File: src/rtl/console_writer.sv
`default_nettype none
// ============================================================================
// Module      : console_writer
// Description : Text-console writer for a character frame buffer. Accepts a
//               byte stream of printable characters and control codes
//               (BS, LF, FF, CR), tracks a cursor and issues one write per
//               cycle into a 2048-entry {row,col} addressed character RAM.
//               Clears the whole buffer after reset and on request.
//               Optional feature macro: CONSOLE_LINECLEAR_EN -- blanks the
//               new row (64 cells) on every row advance.
// Revision    : 1.0 - initial release
// ----------------------------------------------------------------------------
// Ports
//   i_clk    : pixel clock, single clock domain
//   i_rst    : asynchronous active-high reset
//   i_valid  : character byte offered
//   o_ready  : byte accepted this cycle when i_valid is also high
//   i_char   : character or control code
//   i_attr   : colour attribute {irgb back, irgb fore}
//   i_clear  : single-cycle clear-screen request
//   o_busy   : a clear sequence is running
//   o_ada    : char buffer write address {row[4:0], col[5:0]}
//   o_din    : char buffer write data {attr, char}
//   o_cea    : char buffer write enable
//   o_col    : cursor column
//   o_row    : cursor row
// ============================================================================
module console_writer #(
    parameter int          COLS       = 60,
    parameter int          ROWS       = 17,
    parameter logic [7:0]  BLANK_ATTR = 8'h07
) (
    input  logic        i_clk,
    input  logic        i_rst,
    input  logic        i_valid,
    output logic        o_ready,
    input  logic [7:0]  i_char,
    input  logic [7:0]  i_attr,
    input  logic        i_clear,
    output logic        o_busy,
    output logic [10:0] o_ada,
    output logic [15:0] o_din,
    output logic        o_cea,
    output logic [5:0]  o_col,
    output logic [4:0]  o_row
);

`ifdef CONSOLE_LINECLEAR_EN
    typedef enum logic [1:0] {
        CLR_ALL  = 2'd0,
        IDLE     = 2'd1,
        CLR_LINE = 2'd2
    } state_t;
`else
    typedef enum logic [1:0] {
        CLR_ALL  = 2'd0,
        IDLE     = 2'd1
    } state_t;
`endif

    localparam logic [5:0]  C_LAST_COL = 6'(COLS - 1);
    localparam logic [4:0]  C_LAST_ROW = 5'(ROWS - 1);
    localparam logic [15:0] C_BLANK    = {BLANK_ATTR, 8'h20};

    state_t      r_state, w_state;
    logic [10:0] r_addr,  w_addr;   // clear sequencer address (low 6 bits for line clear)
    logic [5:0]  r_col,   w_col;
    logic [4:0]  r_row,   w_row;
    logic [10:0] r_ada,   w_ada;
    logic [15:0] r_din,   w_din;
    logic        r_cea,   w_cea;
    logic        w_adv;             // row advance requested this cycle
    logic [4:0]  w_next_row;

    assign w_next_row = (r_row == C_LAST_ROW) ? 5'd0 : r_row + 5'd1;

    always_ff @(posedge i_clk or posedge i_rst) begin
        if (i_rst) begin
            r_state <= CLR_ALL;
            r_addr  <= 11'd0;
            r_col   <= 6'd0;
            r_row   <= 5'd0;
            r_ada   <= 11'd0;
            r_din   <= 16'd0;
            r_cea   <= 1'b0;
        end else begin
            r_state <= w_state;
            r_addr  <= w_addr;
            r_col   <= w_col;
            r_row   <= w_row;
            r_ada   <= w_ada;
            r_din   <= w_din;
            r_cea   <= w_cea;
        end
    end

    always_comb begin
        w_state = r_state;
        w_addr  = r_addr;
        w_col   = r_col;
        w_row   = r_row;
        w_ada   = r_ada;
        w_din   = r_din;
        w_cea   = 1'b0;
        w_adv   = 1'b0;

        case (r_state)
            CLR_ALL: begin
                if (i_clear) begin
                    // Restart: the next issued write is address 0 again.
                    w_addr = 11'd0;
                end else begin
                    w_cea = 1'b1;
                    w_ada = r_addr;
                    w_din = C_BLANK;
                    if (r_addr == 11'h7FF) begin
                        w_state = IDLE;
                        w_addr  = 11'd0;
                        w_col   = 6'd0;
                        w_row   = 5'd0;
                    end else begin
                        w_addr = r_addr + 11'd1;
                    end
                end
            end

            IDLE: begin
                if (i_clear) begin
                    // Clear beats a simultaneously offered byte.
                    w_state = CLR_ALL;
                    w_addr  = 11'd0;
                end else if (i_valid) begin
                    case (i_char)
                        8'h0C: begin
                            w_state = CLR_ALL;
                            w_addr  = 11'd0;
                        end
                        8'h0D: w_col = 6'd0;
                        8'h0A: begin
                            w_col = 6'd0;
                            w_adv = 1'b1;
                        end
                        8'h08: begin
                            if (r_col != 6'd0) w_col = r_col - 6'd1;
                        end
                        default: begin
                            w_cea = 1'b1;
                            w_ada = {r_row, r_col};
                            w_din = {i_attr, i_char};
                            if (r_col == C_LAST_COL) begin
                                w_col = 6'd0;
                                w_adv = 1'b1;
                            end else begin
                                w_col = r_col + 6'd1;
                            end
                        end
                    endcase
                end
            end

`ifdef CONSOLE_LINECLEAR_EN
            CLR_LINE: begin
                if (i_clear) begin
                    w_state = CLR_ALL;
                    w_addr  = 11'd0;
                end else begin
                    w_cea = 1'b1;
                    w_ada = {r_row, r_addr[5:0]};
                    w_din = C_BLANK;
                    if (r_addr[5:0] == 6'd63) begin
                        w_state = IDLE;
                        w_addr  = 11'd0;
                    end else begin
                        w_addr = r_addr + 11'd1;
                    end
                end
            end
`endif

            default: begin
                w_state = CLR_ALL;
                w_addr  = 11'd0;
            end
        endcase

        // Row advance is shared by column wrap and LF.
        if (w_adv) begin
            w_row = w_next_row;
`ifdef CONSOLE_LINECLEAR_EN
            w_state = CLR_LINE;
            w_addr  = 11'd0;
`endif
        end
    end

    assign o_ready = (r_state == IDLE) & ~i_clear;
    assign o_busy  = (r_state != IDLE);
    assign o_ada   = r_ada;
    assign o_din   = r_din;
    assign o_cea   = r_cea;
    assign o_col   = r_col;
    assign o_row   = r_row;

endmodule
`default_nettype wire

File: config.mk
export PLATFORM = sky130hd
export DESIGN_NAME = console_writer
export DESIGN_NICKNAME = d
export VERILOG_FILES = /design/src/rtl/console_writer.sv
export SDC_FILE = /design/constraint.sdc
export NUM_CORES = 1
export LEC_CHECK = 0
export CAP_MARGIN = 20
export CORE_MARGIN = 2
export CORE_UTILIZATION = 43
export DETAILED_ROUTE_END_ITERATION = 10
export PLACE_DENSITY = 0.7
export SLEW_MARGIN = 20
export SYNTH_ARGS = -nofsm -noshare
export SYNTH_HDL_FRONTEND = slang
export SYNTH_SLANG_ARGS = --single-unit
File: constraint.sdc
create_clock -name i_clk -period 1.7 [get_ports i_clk]
set_input_delay 0.255 -clock i_clk [delete_from_list [all_inputs] [get_ports i_clk]]
set_output_delay 0.255 -clock i_clk [all_outputs]
set_load 0.01 [all_outputs]
==> impl_metrics.csv <==
group,metric,value,unit
status,status,"finished with violations",
status,violations,"setup timing",
cells_and_area,drive_gt1_share,23.7,%
setup_path,crit_family,"buffers and inverters",
global_route,grtUsageTotal,22.3,%
power_and_ir_drop,power.leakage,0.00176,uW
cells_and_area,regArea,1280,sq um
floorplanning,dieArea,7010,sq um
floorplanning,die_x,83.7,um
global_route,grtUsageMet3,4.15,%
clock_network,cts_root_buf,"clkbuf_8",
cells_and_area,fin_area,4010,sq um
global_route,grt_pass1_wl,12800,um
timing,rsz0062_at_grt,"true",
setup_path,slowest_delay,0.32,ns
clock_network,cts_buffer_depth,2,
clock_network,h-tree-depth,2,
synthesis,synth_seq_cells,51,
synthesis,synth_top_area_cell,"dfrtp_1",
timing,min_period_over_period,101,%
setup_path,start_kind,"primary input",
job,maxCapViolCount,0,
floorplanning,rows,29,
synthesis,synth_edf_count,0,
clock_network,cts_tree,"yes",
synthesis,netlist_instances,284,
placement,numPortBuffers,60,
global_route,antenna_found_initial,0,
timing,fin_crit,1.71,ns
placement,dpl.hpwl,5650,um
timing,finalSetupViolations,1,
synthesis,syn_area_per_cell,9.62,sq um
route,drc_errors,0,
timing,worst_slew_pin_slew,0.405,ns
route,drt_iter0_markers,116,
power_and_ir_drop,max-vdd-ir-drop,0.375,mV
setup_path,cp_common_cell,"buf_4",
floorplanning,design.portCount,61,
global_route,grt_start_max_net_pins,29,
route,vias,2643,
cells_and_area,multiInputGateArea,1430,sq um
cells_and_area,final_nets,417,
timing,maxSlewHeadroom,72.7,%
placement,dp_cells,457,
synthesis,synth_fp_nets,310,
clock_network,cts_buffers,5,
global_route,top_usage_layer,"met2",
clock_network,clock_latency,0.31,ns
setup_path,cp_max_fo,3,
synthesis,netlist_area,2730,sq um
synthesis,yosys.cell_count.top_type,"dfrtp_1",
cells_and_area,area_delta_synth_final,46.6,%
timing,hold_viol,0,
floorplanning,initial_core_util,43.8,%
timing,drv_slew,0,
setup_path,path_cells,"dlygate4sd2_1 -> buf_4 -> nor3_2 -> buf_4 -> o211ai_1 -> buf_4 -> buf_4 -> a221o_1 -> o211ai_1 -> a31oi_1",
clock_network,clk_pin_slew,0.11,ns
setup_path,critPathKind,"primary input to register",
timing,finClkSkew,0.00578,ns
cells_and_area,nFillCells,511,
route,ant_nets,0,
synthesis,ys.flop_type,"dfrtp_1",
setup_path,cp-end-kind,"register",
synthesis,async_flop_share,100,%
global_route,grt_overflow,0,
route,drt_pre_antenna_iters,4,
global_route,grt_pass1_vias,2631,
setup_path,critPathSlowestCell,"a221o_1",
synthesis,ys_top_cells_by_count,"dfrtp_1 (51), o21ai_0 (28), nand2_1 (26), nand3_1 (17), inv_1 (16)",
floorplanning,core-area,6240,sq um
synthesis,yosys.cell_types.count,54,
placement,post_dp_cell_area,3780,sq um
floorplanning,die_h,83.7,um
placement,place_congestion,0.860,
power_and_ir_drop,pwr_density_cell,556,nW/um^2
global_route,use_met1,31.2,%
synthesis,synth_top_area_share,46.7,%
route,vias_per_cell,5.64,
setup_path,worstPathRequired,1.89,ns
clock_network,clkSinkCount,51,
setup_path,path_buf_inv,5,
synthesis,ys_seq_area_share,46.7,%
route,wire_per_inst,16.3,um
cells_and_area,diodes,0,
cells_and_area,finalNonFillerCells,469,
timing,max_freq,583,MHz
route,wl,7640,um
timing,fin_ws,-0.0143,ns
synthesis,yosysWarnings,0,
setup_path,critPathArrivalTime,1.91,ns
min_path,holdCritPathClass,"primary input to async pin",
global_route,grt_use_met2,34.8,%
synthesis,synth.area.top_cells,"dfrtp_1 (47%), o21ai_0 (5.1%), mux2i_1 (4.4%)",
sequential cells by signal, indices dropped and copies added (netlist names):
name     flops
o_ada       11
o_row        5
o_col        6
r_addr      11
o_cea        1
r_state      1
o_din       16
final cells by class:
| type | count | share of cell area (%) |
|---|---|---|
| repair buffers | 114 | 26.2 |
| clock inverters | 3 | 0.687 |
| inverters | 16 | 1.50 |
| clock buffers | 5 | 1.72 |
| flip-flops and latches | 51 | 31.9 |
| multi-input cells | 203 | 35.6 |
| well taps | 77 | 2.41 |
per-layer routing:
layer  part of all wire [%]  wire, um
met1                     45      3450
met2                     47      3600
met3                    5.3       401
met4                    2.4       182
met5                      0         0
per-stage QoR:
step / hold WS, ns / setup WS [ns] / power [uW] / util (%) / TNS [ns]
after global routing: 0.276 / -0.0585 / 2320 / 64.2 / -0.300
after floorplan: 0.381 / 0.00776 / 1340 / - / 0
final: 0.256 / -0.0143 / 2230 / 64.2 / -0.0143
after CTS: 0.266 / 0.00136 / 2230 / 62.7 / 0
after global placement: 0.462 / -0.545 / 1480 / 60.6 / -20.09
after detailed placement: 0.470 / -0.564 / 1490 / 60.6 / -22.48
cells by family (layout without fill, tap and decap cells):
kind of cell	Yosys count	in the layout	share of synthesized area [%]
adders and majority gates	6	6	2.75
muxes	12	12	4.40
buffers and inverters	31	138	5.18
AOI/OAI and AO/OA	90	90	22.7
DFF	51	51	46.7
xor gates and xnor gates	1	1	0.321
and+or+nand+nor	93	94	18.0
worst register-to-register path, stage by stage, from the launching register on:
cell,delay [ns]
dfrtp_1,0.37
buf_4,0.15
and4_1,0.27
nand3_1,0.14
or3_1,0.40
o211ai_1,0.09
a31oi_1,0.06
repair_timing:
item                       in CTS  in global routing
setup endpoints to repair      53                 21
buffers inserted                2                  2
gates resized for setup        20                 20
hold buffers                    0                  0
pin swaps                       4                  7
gates cloned                    1                  0
power by group:
group          internal, uW  switching, uW  total [uW]
clock                   306            454         760
combinational           119            115         234
sequential             1230           7.85        1230
worst paths after layout:
| kind | cells after the start | startpoint | to | slack [ns] |
|---|---|---|---|---|
| max | 10 | i_char[7] | o_col[4] | -0.01 |
| min | 2 | i_rst | r_addr[5] | 0.26 |
| min reg2reg | 2 | o_ada[9] | o_ada[9] | 0.49 |
| max reg2reg | 6 | r_addr[5] | o_col[4] | 0.09 |
| min in group i_clk | 2 | i_char[5] | o_din[5] | 0.39 |
| max in group asynchronous | 3 | i_rst | o_din[8] | 1.00 |
cell usage in the layout, fill, tap and decap left out, drive strengths merged, types with 6 or more instances in the layout:
cell,count
a21o,7
ha,6
nand3,17
dlygate4sd2,11
nor2,12
dfrtp,51
inv,18
a22o,12
a21oi,10
mux2i,12
clkdlybuf4s50,48
o21ai,29
and2,6
buf,54
nand2,26
No activity file was read; power rests on OpenSTA's default activity.
